File: config.mk
export PLATFORM = sky130hd
export DESIGN_NAME = pipe_hazard_ctrl
export DESIGN_NICKNAME = d
export VERILOG_FILES = /design/src/rtl/pipe_hazard_ctrl.sv
export SDC_FILE = /design/constraint.sdc
export NUM_CORES = 1
export LEC_CHECK = 0
export BUFFER_PORTS_ARGS = -buffer_cell sky130_fd_sc_hd__buf_2
export CELL_PAD_IN_SITES_DETAIL_PLACEMENT = 2
export CELL_PAD_IN_SITES_GLOBAL_PLACEMENT = 2
export CORE_UTILIZATION = 28
export DETAILED_ROUTE_END_ITERATION = 7
export PLACE_DENSITY_LB_ADDON = 0.05
export RECOVER_POWER = 50
export SLEW_MARGIN = 20
export SYNTH_ARGS = -nofsm -noshare
export SYNTH_HDL_FRONTEND = slang
export SYNTH_SLANG_ARGS = --single-unit
File: constraint.sdc
create_clock -name CLK -period 3 [get_ports CLK]
set_clock_uncertainty 0.1 [all_clocks]
set_input_delay 0.9 -clock CLK [delete_from_list [all_inputs] [get_ports CLK]]
set_output_delay 0.9 -clock CLK [all_outputs]
set_load 0.1 [all_outputs]
File: src/rtl/pipe_hazard_ctrl.sv
// Stall/flush controller for a 5-stage pipeline.
// Resolves load-use hazards, taken-branch flushes and multi-cycle data-memory
// accesses (req/ready with a timeout FSM). Keeps saturating perf counters.
module pipe_hazard_ctrl #(
  parameter int MEM_TIMEOUT = 16,
  parameter int CNT_W       = 32
) (
  input  logic             CLK,
  input  logic             RST,
  input  logic [4:0]       IFID_rs,
  input  logic [4:0]       IFID_rt,
  input  logic             IDEX_MemRead,
  input  logic [4:0]       IDEX_rt,
  input  logic             EX_BranchTaken,
  input  logic             MEM_Access,
  input  logic             mem_ready,
  output logic             mem_req,
  output logic             PC_Write,
  output logic             IFID_Write,
  output logic             IFID_Flush,
  output logic             IDEX_Flush,
  output logic             EXMEM_Write,
  output logic             MEMWB_Bubble,
  output logic             err,
  output logic [CNT_W-1:0] stall_cycles,
  output logic [CNT_W-1:0] flush_count
);

  typedef enum logic [1:0] {
    RUN      = 2'd0,
    MEM_WAIT = 2'd1,
    ERR      = 2'd2
  } state_t;

  // Last wait_cnt value tolerated before declaring a memory timeout.
  localparam logic [7:0] WAIT_LAST = 8'(MEM_TIMEOUT - 1);

  state_t           state_q, state_d;
  logic [7:0]       wait_cnt_q, wait_cnt_d;
  logic             err_q, err_d;
  logic [CNT_W-1:0] stall_q, stall_d;
  logic [CNT_W-1:0] flush_q, flush_d;

  logic in_err;
  logic memstall;
  logic loaduse;
  logic do_branch;
  logic do_loaduse;

  // Counters stick at all-ones instead of wrapping.
  function automatic logic [CNT_W-1:0] sat_inc(input logic [CNT_W-1:0] v);
    if (&v) return v;
    return v + CNT_W'(1);
  endfunction

  // Hazard terms, already resolved by priority: ERR > memstall > branch > load-use.
  always_comb begin
    in_err     = (state_q == ERR);
    memstall   = ~in_err & MEM_Access & ~mem_ready;
    loaduse    = IDEX_MemRead & (IDEX_rt != 5'd0) &
                 ((IDEX_rt == IFID_rs) | (IDEX_rt == IFID_rt));
    do_branch  = ~in_err & ~memstall & EX_BranchTaken;
    do_loaduse = ~in_err & ~memstall & ~EX_BranchTaken & loaduse;
  end

  // Pipeline-register controls, combinational so they act on the coming edge.
  always_comb begin
    mem_req      = 1'b0;
    PC_Write     = 1'b1;
    IFID_Write   = 1'b1;
    IFID_Flush   = 1'b0;
    IDEX_Flush   = 1'b0;
    EXMEM_Write  = 1'b1;
    MEMWB_Bubble = 1'b0;
    if (RST) begin
      // Fill the pipeline with nops while held in reset.
      PC_Write     = 1'b0;
      IFID_Write   = 1'b0;
      EXMEM_Write  = 1'b0;
      IFID_Flush   = 1'b1;
      IDEX_Flush   = 1'b1;
      MEMWB_Bubble = 1'b1;
    end else if (in_err) begin
      // Freeze everything; no new memory traffic.
      PC_Write    = 1'b0;
      IFID_Write  = 1'b0;
      EXMEM_Write = 1'b0;
    end else begin
      mem_req = MEM_Access;
      if (memstall) begin
        // Upstream holds; WB gets a bubble so the stalled MEM result is not retired twice.
        PC_Write     = 1'b0;
        IFID_Write   = 1'b0;
        EXMEM_Write  = 1'b0;
        MEMWB_Bubble = 1'b1;
      end else if (do_branch) begin
        // Wrong-path instructions in IF/ID and ID/EX are squashed.
        IFID_Flush = 1'b1;
        IDEX_Flush = 1'b1;
      end else if (do_loaduse) begin
        // Hold PC and IF/ID one cycle, inject a single bubble into EX.
        PC_Write   = 1'b0;
        IFID_Write = 1'b0;
        IDEX_Flush = 1'b1;
      end
    end
  end

  // Next-state for the memory-wait FSM, error flag and perf counters.
  always_comb begin
    state_d    = state_q;
    wait_cnt_d = wait_cnt_q;
    err_d      = err_q;
    stall_d    = stall_q;
    flush_d    = flush_q;
    unique case (state_q)
      RUN: begin
        if (memstall) begin
          state_d    = MEM_WAIT;
          wait_cnt_d = 8'd1;
        end
      end
      MEM_WAIT: begin
        if (!MEM_Access || mem_ready) begin
          // Completed, or the access was abandoned: no error either way.
          state_d    = RUN;
          wait_cnt_d = 8'd0;
        end else if (wait_cnt_q == WAIT_LAST) begin
          state_d = ERR;
          err_d   = 1'b1;
        end else begin
          wait_cnt_d = wait_cnt_q + 8'd1;
        end
      end
      ERR: begin
        state_d = ERR;
      end
      default: begin
        state_d    = RUN;
        wait_cnt_d = 8'd0;
      end
    endcase
    if (memstall || do_loaduse) stall_d = sat_inc(stall_q);
    if (do_branch)              flush_d = sat_inc(flush_q);
  end

  // State registers with synchronous reset.
  always_ff @(posedge CLK) begin
    if (RST) begin
      state_q    <= RUN;
      wait_cnt_q <= 8'd0;
      err_q      <= 1'b0;
      stall_q    <= '0;
      flush_q    <= '0;
    end else begin
      state_q    <= state_d;
      wait_cnt_q <= wait_cnt_d;
      err_q      <= err_d;
      stall_q    <= stall_d;
      flush_q    <= flush_d;
    end
  end

  assign err          = err_q;
  assign stall_cycles = stall_q;
  assign flush_count  = flush_q;

endmodule

======== Word-level counts from Yosys, hierarchy flattened ========
Index checks and enable logic that the tools add are counted.
word-level totals
  register bits after elaboration ......... 75
  bits of input ports ..................... 21
  output and inout bits ................... 72
  logic and storage cells ................. 80
cells by class
  add/subtract/negate cells ............... 3
  equality and inequality tests ........... 10
  muxes and demuxes ....................... 36
  bitwise operators ....................... 14
  reduce and logical (&&, ||, !) cells .... 12
operators by type and width
  kind                                            count
  adder 32 x 1 -> 32 bit (second input constant)  2
  2-to-1 mux 32 bit                               2
  AND reduction 32 bit                            2
  2-to-1 mux 1 bit                                26
  2-to-1 mux 8 bit                                3
  case mux 8 bit (3 select lines)                 1
  == test 5 bit                                   2
  adder 8 x 1 -> 8 bit (second input constant)    1
  AND 1 bit                                       8
  == test 8 x 4 -> 1 bit (second input constant)  1
  2-to-1 mux 2 bit                                3
  != test 2 bit (second input constant)           3
  != test 3 bit (second input constant)           2
  case mux 2 bit (3 select lines)                 1
  AND reduction 2 bit                             3
  AND reduction 3 bit                             2
  inverter 1 bit                                  5
  nonzero test 5 bit                              1
  == test 2 x 1 -> 1 bit (second input constant)  1
  == test 2 bit (second input constant)           1
  zero test 2 bit                                 1
  logical OR 1 bit                                2
  zero test 1 bit                                 1
  OR 1 bit                                        1

======== Logic depth before layout (Yosys ltp) ========
Gate-level depths: netlist (run 1).
  depth in word-level cells ............... 13
  mapped depth ............................ 9
  depth with buffers taken out ............ 7

======== Worst setup path after synthesis (run 1) ========
OpenSTA, ideal clock, no wires.
  path kind ............................... input-to-output
  from .................................... input port RST
  to ...................................... output port PC_Write
  arrival ................................. 4.574 ns
  data required time ...................... 2.000 ns
  slack ................................... -2.574 ns
  stages .................................. 4
  buffers on the path ..................... 2
  path through ............................ clkbuf_1 -> nor3_1 -> o21a_1 -> buf_4
between the ends
  longest elaborated chain between the ends .. 1
RTL lines
  item                line  RTL
  start: declaration  9     input logic RST,
  2-to-1 mux 1 bit    --
  end: declaration    18    output logic PC_Write,
Every way passes these cells.

======== Worst setup path after layout (run 1) ========
  from .................................... input port IDEX_rt[1]
  to ...................................... output port PC_Write
between the ends
  longest elaborated chain between the ends .. 9
  elaborated cells on any way between the ends .. 12
  those cells by class .................... eq/ne (2); mux (5); bitwise (4); reduce/logical (1)
RTL lines
  item                                                        line    RTL
  start: declaration                                          13      input logic [4:0] IDEX_rt,
  == test 5 bit / nonzero test 5 bit (equally long branches)  61, 60
  OR 1 bit / AND 1 bit (equally long branches)                61, 60
  AND 1 bit *                                                 60      loaduse = IDEX_MemRead & (IDEX_rt != 5'd0) &
  AND 1 bit *                                                 63      do_loaduse = ~in_err & ~memstall & ~EX_BranchTaken & loaduse;
  2-to-1 mux 1 bit *                                          100     end else if (do_loaduse) begin
  2-to-1 mux 1 bit *                                          96      end else if (do_branch) begin
  2-to-1 mux 1 bit *                                          90      if (memstall) begin
  2-to-1 mux 1 bit *                                          83      end else if (in_err) begin
  2-to-1 mux 1 bit *                                          75      if (RST) begin
Every way passes the cells marked *; elsewhere a longest branch is shown, timed or not.

==> impl_metrics.xml, run 1 <==
<?xml version="1.0" encoding="UTF-8"?>
<metrics>
  <group name="outcome">
    <metric name="run_status" unit="">finished with violations</metric>
    <metric name="failed_checks" unit="">negative setup slack</metric>
  </group>
  <group name="timing">
    <metric name="hold_slack" unit="ns">0.387</metric>
    <metric name="post-route-period-util" unit="">1.06</metric>
    <metric name="maxSlewHeadroom" unit="">0.204</metric>
    <metric name="timing.final.ws_setup" unit="ns">-0.194</metric>
    <metric name="unrepaired_setup_endpoints_after_global_routing" unit="">yes</metric>
    <metric name="worst-slew-pin-transition" unit="ns">1.20</metric>
    <metric name="slew_violations" unit="">0</metric>
    <metric name="timing.final.crit_period" unit="ns">3.19</metric>
    <metric name="fmaxAchievable" unit="GHz">0.313</metric>
    <metric name="final-setup-viol-count" unit="">3</metric>
    <metric name="timing_hold_violations_final" unit="">0</metric>
    <metric name="fin_tns_setup" unit="ns">-0.516</metric>
  </group>
  <group name="floorplanning">
    <metric name="die_w" unit="um">121</metric>
    <metric name="start_util" unit="">0.292</metric>
    <metric name="rows" unit="">42</metric>
    <metric name="io_pins" unit="">93</metric>
    <metric name="core_region_area" unit="sq mm">0.0135</metric>
    <metric name="floorplan.die.height" unit="um">121</metric>
    <metric name="die-area" unit="sq mm">0.0145</metric>
  </group>
  <group name="setup_path">
    <metric name="critical_path_peak_fanout" unit="">2</metric>
    <metric name="critical_path_arrival" unit="ns">2.19</metric>
    <metric name="timing.critical_path.to_type" unit="">output pin</metric>
    <metric name="cp.required" unit="ns">2.00</metric>
    <metric name="criticalPathCategory" unit="">in2out</metric>
    <metric name="startpoint_type" unit="">input port</metric>
  </group>
  <group name="synthesis">
    <metric name="synth_enable_flop_cells" unit="">0</metric>
    <metric name="postSynthRegisterBits" unit="">75</metric>
    <metric name="yosysUniqueCellTypes" unit="">46</metric>
    <metric name="yosys.area.top_type_share" unit="">0.382</metric>
    <metric name="yosys-top-cells-area" unit="">dfxtp_1 (38%), xnor2_1 (7.8%), nor2_1 (5.7%), nand3_1 (3.8%), nor4_1 (3.5%)</metric>
    <metric name="syn-cell-area" unit="sq mm">0.00393</metric>
    <metric name="postSynthNetCount" unit="">506</metric>
    <metric name="yosys.area.top_type" unit="">dfxtp_1</metric>
    <metric name="synth.yosys.warnings" unit="">0</metric>
    <metric name="syn_area_per_cell" unit="sq um">8.16</metric>
    <metric name="synth-seq-area-share" unit="">0.382</metric>
    <metric name="netlist_top_cells_count" unit="">dfxtp_1 (75), nor2_1 (60), xnor2_1 (35), nand2_1 (33), nand3_1 (30)</metric>
    <metric name="postSynthCellCount" unit="">482</metric>
    <metric name="synthFlopType" unit="">dfxtp_1</metric>
    <metric name="synthArstFlopShare" unit="">0</metric>
    <metric name="yosys.cell_count.top_type" unit="">dfxtp_1</metric>
  </group>
  <group name="drt">
    <metric name="first_iter_violations" unit="">272</metric>
    <metric name="remaining_drc_errors" unit="">0</metric>
    <metric name="drt-wirelength-per-cell" unit="um">17.3</metric>
    <metric name="vias_per_inst" unit="">5.27</metric>
    <metric name="route.antenna.remaining_nets" unit="">0</metric>
    <metric name="detailroute.via_count" unit="">4070</metric>
    <metric name="drt-total-wl" unit="um">13300</metric>
    <metric name="router_iterations_before_antenna_repair" unit="">4</metric>
  </group>
  <group name="power">
    <metric name="p_leak" unit="nW">1.82</metric>
    <metric name="post-layout-total-power" unit="mW">2.44</metric>
    <metric name="power_frac_seq" unit="">0.414</metric>
    <metric name="switchingPower" unit="mW">0.613</metric>
    <metric name="p_per_area" unit="mW/mm^2">469</metric>
    <metric name="clock_power_share" unit="">0.474</metric>
    <metric name="p_sw_frac" unit="">0.251</metric>
    <metric name="share_comb_of_total_power" unit="">0.112</metric>
    <metric name="internal-power" unit="mW">1.83</metric>
    <metric name="vdd_drop_max" unit="mV">0.216</metric>
  </group>
  <group name="finish">
    <metric name="num-fill-cells" unit="">1541</metric>
    <metric name="final_std_cell_area_no_fill" unit="sq mm">0.00521</metric>
    <metric name="area_growth" unit="%">32.4</metric>
    <metric name="fin_nets" unit="">614</metric>
    <metric name="final_core_utilization" unit="">0.387</metric>
    <metric name="post_route_non_filler_standard_cell_count" unit="">772</metric>
    <metric name="drive_above_1_share" unit="">0.157</metric>
  </group>
  <group name="placed_design">
    <metric name="final_weighted_congestion_in_routability_driven_placement" unit="">0.785</metric>
    <metric name="pre_cts_slack" unit="ns">-0.269</metric>
    <metric name="place.detailed.hpwl" unit="um">9780</metric>
    <metric name="dpl.cell_count" unit="">754</metric>
    <metric name="place_area" unit="sq mm">0.00490</metric>
    <metric name="io_buffer_count" unit="">92</metric>
  </group>
  <group name="clocking">
    <metric name="tritoncts" unit="">built</metric>
    <metric name="tritoncts.num_buffers" unit="">9</metric>
    <metric name="cts.hold.buffers_added" unit="">0</metric>
    <metric name="clk_latency_worst_skew_pair" unit="ns">0.34</metric>
    <metric name="htree_num_levels" unit="">3</metric>
    <metric name="cts.sinks" unit="">75</metric>
    <metric name="clkTransAtPathRegs" unit="ns">0.06</metric>
    <metric name="clk_path_buf_depth" unit="">2</metric>
    <metric name="clockRootBuffer" unit="">clkbuf_16</metric>
  </group>
  <group name="global_routing">
    <metric name="globalRouteOverflowTotal" unit="">0</metric>
    <metric name="grt_pass1_vias" unit="">4103</metric>
    <metric name="global_route.usage.total" unit="">0.187</metric>
    <metric name="grt_max_degree" unit="">48</metric>
    <metric name="initial_antenna_violation_count" unit="">0</metric>
    <metric name="grt_pass1_wl" unit="um">21400</metric>
  </group>
  <group name="hold_path">
    <metric name="hold_class" unit="">reg2reg</metric>
  </group>
  <group name="job">
    <metric name="maxCapViolations" unit="">0</metric>
  </group>
</metrics>
-- power by group through the flow --
| stage | logic, mW | clock network (mW) | registers, mW |
|---|---|---|---|
| 3_3_place_gp | 0.260 | 0 | 1.03 |
| 4_1_cts | 0.270 | 1.20 | 1.01 |
| 5_1_grt | 0.289 | 1.24 | 1.01 |
| 6_report | 0.273 | 1.16 | 1.01 |
| 3_5_place_dp | 0.264 | 0 | 1.03 |
| 2_1_floorplan | 0.141 | 0 | 1.06 |
-- repair_timing --
| action | in CTS | in global routing |
|---|---|---|
| endpoints found under the setup margin | 3 | 3 |
| hold endpoints to repair | 0 | 0 |
| pin swaps | 7 | 8 |
| gates resized for setup | 8 | 4 |
| setup buffers | 0 | 1 |
-- cell usage in the layout (no fill, tap or decap), drive strengths merged, types with 7 or more instances in the layout --
cell,netlist,final
a21oi,27,27
and3,12,12
buf,11,57
clkbuf,13,78
dfxtp,75,75
inv,8,8
nand2,33,33
nand3,30,30
nand4,17,17
nor2,60,60
nor3,12,12
nor4,23,23
o211ai,13,13
o21a,7,7
o21ai,16,16
or3,10,10
or4,15,15
xnor2,35,35
xor2,14,14
-- state kept, by name, indices dropped and copies added (netlist names) --
| register | flops |
|---|---|
| wait_cnt_q | 8 |
| state_q | 2 |
| err | 1 |
| stall_cycles | 32 |
| flush_count | 32 |
-- metal layers --
metal | vias to the layer above | wire [um] | track usage
met3 | 10 | 454 | 0.0377
li1 | 1980 | - | -
met1 | 2016 | 6190 | 0.235
met4 | 0 | 161 | 0.0579
met2 | 64 | 6530 | 0.320
met5 | - | 0 | 0
-- final cells by class --
type | count | area, sq um | area share
Tap cell | 176 | 220 | 0.0423
Clock inverter | 1 | 30.0 | 0.00577
Sequential cell | 75 | 1500 | 0.288
Clock buffer | 14 | 284 | 0.0545
Antenna cell | 2 | 5.00 | 0.000961
Timing Repair Buffer | 121 | 734 | 0.141
Multi-Input combinational cell | 375 | 2400 | 0.461
Inverter | 8 | 30.0 | 0.00577
-- cells by family after synthesis --
| group | Yosys count | share of synthesized area |
|---|---|---|
| muxes | 3 | 0.00827 |
| AOI/OAI and AO/OA | 80 | 0.132 |
| adders and majority gates | 3 | 0.00954 |
| xor gates and xnor gates | 49 | 0.109 |
| DFF | 75 | 0.382 |
| buffers and inverters | 32 | 0.0347 |
| and+or+nand+nor | 240 | 0.324 |
-- critical path: stages --
cell and delay, ns:
buf_6 0.09, or4_4 0.56, o2111ai_4 0.27, o21a_4 0.19, buf_12 0.17
-- path summary, 6_finish.rpt --
check	from	endpoint	slack (ns)	depth (start not counted)
max	IDEX_rt[1]	PC_Write	-0.19	5
min	err	err	0.39	2
max reg2reg	flush_count[0]	flush_count[17]	0.48	9
min reg2reg	err	err	0.39	2
Note: power is estimated with default switching activity, not from simulation.
==> run 2: changes to the inputs <==
--- a/config.mk
+++ b/config.mk
@@ -10,8 +10,9 @@
 export CELL_PAD_IN_SITES_GLOBAL_PLACEMENT = 2
 export CORE_UTILIZATION = 28
 export DETAILED_ROUTE_END_ITERATION = 7
+export HOLD_SLACK_MARGIN = 0.1
 export PLACE_DENSITY_LB_ADDON = 0.05
-export RECOVER_POWER = 50
+export RECOVER_POWER = 100
 export SLEW_MARGIN = 20
 export SYNTH_ARGS = -nofsm -noshare
 export SYNTH_HDL_FRONTEND = slang
==> impl_metrics.xml, run 2 (synthesized netlist as in run 1, its figures left out) <==
<?xml version="1.0" encoding="UTF-8"?>
<metrics>
  <group name="drt">
    <metric name="route.antenna.remaining_nets" unit="">0</metric>
    <metric name="detailroute.via_count" unit="">4064</metric>
    <metric name="drt-total-wl" unit="um">13300</metric>
    <metric name="drt-wirelength-per-cell" unit="um">17.2</metric>
    <metric name="remaining_drc_errors" unit="">0</metric>
    <metric name="vias_per_inst" unit="">5.26</metric>
    <metric name="router_iterations_before_antenna_repair" unit="">4</metric>
    <metric name="first_iter_violations" unit="">232</metric>
  </group>
  <group name="setup_path">
    <metric name="timing.critical_path.to_type" unit="">output pin</metric>
    <metric name="crit_path_cell_trace" unit="">buf_6 &gt; or4_4 &gt; o2111ai_4 &gt; o21a_4 &gt; buf_12</metric>
    <metric name="criticalPathCategory" unit="">in2out</metric>
    <metric name="critical_path.max_stage_delay" unit="ns">0.56</metric>
    <metric name="critical_path_arrival" unit="ns">2.19</metric>
    <metric name="critical-path-top-delay-family" unit="">simple AND/OR/NAND/NOR gates</metric>
    <metric name="cpMaxStageDelayCell" unit="">or4_4</metric>
    <metric name="critical_path_peak_fanout" unit="">2</metric>
    <metric name="crit_buf_inv" unit="">2</metric>
    <metric name="startpoint_type" unit="">input port</metric>
    <metric name="cp.required" unit="ns">2.00</metric>
  </group>
  <group name="timing">
    <metric name="timing_hold_violations_final" unit="">0</metric>
    <metric name="final-setup-viol-count" unit="">3</metric>
    <metric name="worst-slew-pin-transition" unit="ns">1.20</metric>
    <metric name="timing.final.crit_period" unit="ns">3.19</metric>
    <metric name="fin_tns_setup" unit="ns">-0.517</metric>
    <metric name="unrepaired_setup_endpoints_after_global_routing" unit="">yes</metric>
    <metric name="fmaxAchievable" unit="GHz">0.313</metric>
    <metric name="maxSlewHeadroom" unit="">0.204</metric>
    <metric name="slew_violations" unit="">0</metric>
    <metric name="timing.final.ws_setup" unit="ns">-0.195</metric>
    <metric name="post-route-period-util" unit="">1.06</metric>
  </group>
  <group name="floorplanning">
    <metric name="core_region_area" unit="sq mm">0.0135</metric>
    <metric name="io_pins" unit="">93</metric>
    <metric name="floorplan.die.height" unit="um">121</metric>
    <metric name="rows" unit="">42</metric>
    <metric name="die-area" unit="sq mm">0.0145</metric>
    <metric name="start_util" unit="">0.292</metric>
    <metric name="die_w" unit="um">121</metric>
  </group>
  <group name="hold_path">
    <metric name="hold_class" unit="">reg2reg</metric>
  </group>
  <group name="outcome">
    <metric name="run_status" unit="">finished with violations</metric>
    <metric name="failed_checks" unit="">negative setup slack</metric>
  </group>
  <group name="finish">
    <metric name="layout_commonest_cell" unit="">dfxtp_1</metric>
    <metric name="fin_nets" unit="">614</metric>
    <metric name="num-fill-cells" unit="">1544</metric>
    <metric name="area_growth" unit="%">31.9</metric>
    <metric name="leading_cell_types_in_the_layout_fill_and_taps_excluded" unit="">dfxtp_1 (75), clkbuf_1 (68), nor2_1 (60)</metric>
    <metric name="drive_above_1_share" unit="">0.148</metric>
  </group>
  <group name="clocking">
    <metric name="clockRootBuffer" unit="">clkbuf_16</metric>
    <metric name="htree_num_levels" unit="">3</metric>
    <metric name="clkTransAtPathRegs" unit="ns">0.06</metric>
    <metric name="tritoncts.num_buffers" unit="">9</metric>
    <metric name="clk_latency_worst_skew_pair" unit="ns">0.34</metric>
    <metric name="clk_path_buf_depth" unit="">2</metric>
    <metric name="cts.hold.buffers_added" unit="">0</metric>
    <metric name="cts.sinks" unit="">75</metric>
    <metric name="tritoncts" unit="">built</metric>
  </group>
  <group name="placed_design">
    <metric name="io_buffer_count" unit="">92</metric>
    <metric name="pre_cts_slack" unit="ns">-0.269</metric>
    <metric name="final_weighted_congestion_in_routability_driven_placement" unit="">0.785</metric>
    <metric name="place.detailed.hpwl" unit="um">9780</metric>
  </group>
  <group name="job">
    <metric name="maxCapViolations" unit="">0</metric>
  </group>
  <group name="global_routing">
    <metric name="grt_pass1_vias" unit="">4103</metric>
    <metric name="grt_max_degree" unit="">48</metric>
    <metric name="initial_antenna_violation_count" unit="">0</metric>
    <metric name="globalRouteOverflowTotal" unit="">0</metric>
    <metric name="grt_pass1_wl" unit="um">21400</metric>
    <metric name="global_route.usage.total" unit="">0.187</metric>
  </group>
  <group name="power">
    <metric name="p_per_area" unit="mW/mm^2">470</metric>
    <metric name="vdd_drop_max" unit="mV">0.217</metric>
    <metric name="p_leak" unit="nW">1.80</metric>
  </group>
</metrics>
[run 2: tightest hold or removal path, delay by kind of cell (launching register included)]
kind	cells	cell delay (ns)
compound gates	1	0.05
flops	1	0.34
simple gates	1	0.07
[run 2: final cells by class]
class | count | area, sq um | share of cell area
inverter | 8 | 30.0 | 0.00579
sequential | 75 | 1500 | 0.289
timing repair buffer | 121 | 719 | 0.139
clock inverter | 1 | 30.0 | 0.00579
antenna | 2 | 5.00 | 0.000965
clock buffer | 14 | 284 | 0.0548
multi-input combinational | 375 | 2400 | 0.462
tap | 176 | 220 | 0.0425
[run 2: layer usage]
metal	GRT usage	part of all wire	up-vias
met5	0	0	-
met4	0.0579	0.012	0
met3	0.0377	0.036	10
met2	0.320	0.49	64
met1	0.235	0.46	2010
li1	-	-	1980
[run 2: final timing paths]
| check | startpoint | endpoint | slack (ns) | depth (start not counted) |
|---|---|---|---|---|
| min | err | err | 0.39 | 2 |
| max | IDEX_rt[1] | PC_Write | -0.19 | 5 |
| min reg2reg | err | err | 0.39 | 2 |
| max reg2reg | flush_count[0] | flush_count[17] | 0.43 | 9 |
[run 2: where the power goes]
group	internal [mW]	switching, mW
logic	0.0929	0.179
registers	1.00	0.00884
clock network	0.731	0.425
[run 2: timing repair]
| item | CTS | global route |
|---|---|---|
| buffers inserted | 0 | 1 |
| gates resized for setup | 8 | 4 |
| pin swaps | 7 | 8 |
| setup endpoints to repair | 3 | 3 |
[run 2: metrics by stage]
stage	cells	util	power [mW]	area (sq um)	hold WS [ns]
after floorplan	482	-	1.20	4040	0.339
after global placement	754	0.365	1.29	4900	0.352
after detailed placement	754	0.365	1.30	4900	0.380
after CTS	769	0.390	2.48	5250	0.396
after global routing	770	0.385	2.54	5180	0.408
final	772	0.386	2.44	5190	0.387
==> run 3: changes to the inputs <==
==> constraint.sdc (replaced) <==
create_clock -name CLK -period 3 [get_ports CLK]
set_clock_uncertainty 0.1 [all_clocks]
set_input_delay 0.3 -clock CLK [delete_from_list [all_inputs] [get_ports CLK]]
set_output_delay 0.3 -clock CLK [all_outputs]
set_load 0.1 [all_outputs]
==> impl_metrics.xml, run 3 (synthesized netlist as in run 1, its figures left out) <==
<?xml version="1.0" encoding="UTF-8"?>
<metrics>
  <group name="placed_design">
    <metric name="final_weighted_congestion_in_routability_driven_placement" unit="">0.796</metric>
    <metric name="place.detailed.hpwl" unit="um">9790</metric>
    <metric name="io_buffer_count" unit="">92</metric>
    <metric name="dpl.cell_count" unit="">736</metric>
    <metric name="place_area" unit="sq mm">0.00465</metric>
    <metric name="pre_cts_slack" unit="ns">0.262</metric>
  </group>
  <group name="timing">
    <metric name="timing_hold_violations_final" unit="">0</metric>
    <metric name="unrepaired_setup_endpoints_after_global_routing" unit="">no</metric>
    <metric name="fmaxAchievable" unit="GHz">0.370</metric>
    <metric name="final-setup-viol-count" unit="">0</metric>
    <metric name="maxSlewHeadroom" unit="">0.188</metric>
    <metric name="post-route-period-util" unit="">0.901</metric>
    <metric name="worst-slew-pin-transition" unit="ns">1.22</metric>
    <metric name="slew_violations" unit="">0</metric>
    <metric name="timing.final.crit_period" unit="ns">2.70</metric>
    <metric name="fin_tns_setup" unit="ns">0</metric>
    <metric name="timing.final.ws_setup" unit="ns">0.297</metric>
  </group>
  <group name="power">
    <metric name="power_frac_seq" unit="">0.404</metric>
    <metric name="switchingPower" unit="mW">0.615</metric>
    <metric name="share_comb_of_total_power" unit="">0.085</metric>
    <metric name="vdd_drop_max" unit="mV">0.321</metric>
    <metric name="post-layout-total-power" unit="mW">2.50</metric>
    <metric name="p_leak" unit="nW">1.64</metric>
    <metric name="clock_power_share" unit="">0.511</metric>
    <metric name="p_per_area" unit="mW/mm^2">515</metric>
    <metric name="internal-power" unit="mW">1.89</metric>
    <metric name="p_sw_frac" unit="">0.245</metric>
  </group>
  <group name="floorplanning">
    <metric name="core_region_area" unit="sq mm">0.0135</metric>
    <metric name="floorplan.die.height" unit="um">121</metric>
    <metric name="rows" unit="">42</metric>
    <metric name="die_w" unit="um">121</metric>
    <metric name="start_util" unit="">0.292</metric>
    <metric name="io_pins" unit="">93</metric>
    <metric name="die-area" unit="sq mm">0.0145</metric>
  </group>
  <group name="clocking">
    <metric name="cts.hold.buffers_added" unit="">0</metric>
    <metric name="tritoncts.num_buffers" unit="">9</metric>
    <metric name="clockRootBuffer" unit="">clkbuf_16</metric>
    <metric name="cts.repair_timing.setup_buffer_count" unit="">0</metric>
    <metric name="cts.repair.resized" unit="">0</metric>
    <metric name="clk_path_buf_depth" unit="">2</metric>
    <metric name="tritoncts" unit="">built</metric>
    <metric name="htree_num_levels" unit="">3</metric>
    <metric name="clk_latency_worst_skew_pair" unit="ns">0.34</metric>
    <metric name="cts.sinks" unit="">75</metric>
    <metric name="clkTransAtPathRegs" unit="ns">0.06</metric>
  </group>
  <group name="drt">
    <metric name="route.antenna.remaining_nets" unit="">0</metric>
    <metric name="remaining_drc_errors" unit="">0</metric>
    <metric name="router_iterations_before_antenna_repair" unit="">4</metric>
    <metric name="drt-total-wl" unit="um">13400</metric>
    <metric name="first_iter_violations" unit="">108</metric>
    <metric name="drt-wirelength-per-cell" unit="um">17.8</metric>
    <metric name="detailroute.via_count" unit="">4047</metric>
    <metric name="vias_per_inst" unit="">5.38</metric>
  </group>
  <group name="global_routing">
    <metric name="initial_antenna_violation_count" unit="">1</metric>
    <metric name="grt_pass1_wl" unit="um">21800</metric>
    <metric name="grt_max_degree" unit="">44</metric>
    <metric name="globalRouteOverflowTotal" unit="">0</metric>
    <metric name="grt_pass1_vias" unit="">4143</metric>
    <metric name="global_route.usage.total" unit="">0.191</metric>
  </group>
  <group name="finish">
    <metric name="fin_nets" unit="">595</metric>
    <metric name="drive_above_1_share" unit="">0.0972</metric>
    <metric name="area_growth" unit="%">23.7</metric>
    <metric name="post_route_non_filler_standard_cell_count" unit="">752</metric>
    <metric name="leading_cell_types_in_the_layout_fill_and_taps_excluded" unit="">dfxtp_1 (75), clkbuf_1 (72), nor2_1 (60)</metric>
    <metric name="antenna-diode-count" unit="">0</metric>
    <metric name="layout_commonest_cell" unit="">dfxtp_1</metric>
    <metric name="final_std_cell_area_no_fill" unit="sq mm">0.00486</metric>
  </group>
  <group name="setup_path">
    <metric name="startpoint_type" unit="">flop</metric>
    <metric name="criticalPathCategory" unit="">reg2out</metric>
    <metric name="timing.critical_path.to_type" unit="">output pin</metric>
    <metric name="critical_path_arrival" unit="ns">2.30</metric>
    <metric name="timing.critical_path.mode_cell" unit="">nand3_1</metric>
    <metric name="critical-path-top-delay-family" unit="">buffers and inverters</metric>
    <metric name="critical_path_peak_fanout" unit="">20</metric>
    <metric name="critical_path.max_stage_delay" unit="ns">0.49</metric>
    <metric name="crit_buf_inv" unit="">2</metric>
    <metric name="cp.required" unit="ns">2.60</metric>
    <metric name="cpMaxStageDelayCell" unit="">dfxtp_1</metric>
    <metric name="crit_path_cell_trace" unit="">nand2b_1 &gt; nand3_1 &gt; clkbuf_2 &gt; nand3_1 &gt; buf_2</metric>
  </group>
  <group name="job">
    <metric name="maxCapViolations" unit="">0</metric>
  </group>
  <group name="outcome">
    <metric name="run_status" unit="">finished clean</metric>
  </group>
  <group name="hold_path">
    <metric name="hold_class" unit="">in2reg</metric>
  </group>
</metrics>
## run 3: changes by cell type in the layout (fill, tap and decap cells not counted), sizes merged
| cell | previous run | this run |
|---|---|---|
| clkbuf | 86 | 85 |
| clkinvlp | 0 | 1 |
| buf | 49 | 28 |
| diode | 2 | 0 |
| dlymetal6s2s | 0 | 1 |
| bufinv | 1 | 3 |
## run 3: metal layers
layer  up-vias  global-route usage  share of wire
li1       1940                   -              -
met1      2023               0.255           0.49
met2        76               0.305           0.46
met3         6              0.0552          0.048
met4         2              0.0394         0.0054
met5         -                   0        0.00097
## run 3: final timing paths
path / startpoint / end / slack, ns / cells after the start
worst max-delay path: state_q[0] / IDEX_Flush / 0.30 / 5
worst min-delay path: RST / wait_cnt_q[7] / 0.25 / 2
worst max register to register: stall_cycles[0] / stall_cycles[26] / 0.31 / 7
worst min register to register: state_q[1] / state_q[0] / 0.39 / 1
## run 3: final cells by class
cell class | count | area, sq um
clock buffers | 12 | 246
clock inverters | 4 | 97.6
fillers | 1604 | 8590
inverters | 8 | 30.0
multi-input cells | 375 | 2310
flip-flops and latches | 75 | 1500
well taps | 176 | 220
repair buffers | 102 | 460
## run 3: stage by stage
step | util | hold WS, ns
finish | 0.362 | 0.247
global route | 0.362 | 0.268
CTS | 0.371 | 0.244
detailed placement | 0.345 | 0.378
global placement | 0.345 | 0.351
floorplan | - | 0.339
## run 3: worst register-to-register path, cell delays in order (launching register included)
cell and delay [ns]:
dfxtp_1 0.45, ha_1 0.26, nand4_1 0.13, nor4_2 0.36, nor2b_1 0.23, o211ai_1 0.39
or4_1 0.55, a21oi_1 0.15
## run 3: power groups by stage
stage               Sequential, mW  Combinational, mW  Clock (mW)
floorplan                     1.06              0.129           0
global placement              1.03              0.220           0
detailed placement            1.03              0.224           0
CTS                           1.01              0.225        1.32
global route                  1.01              0.228        1.36
finish                        1.01              0.214        1.28
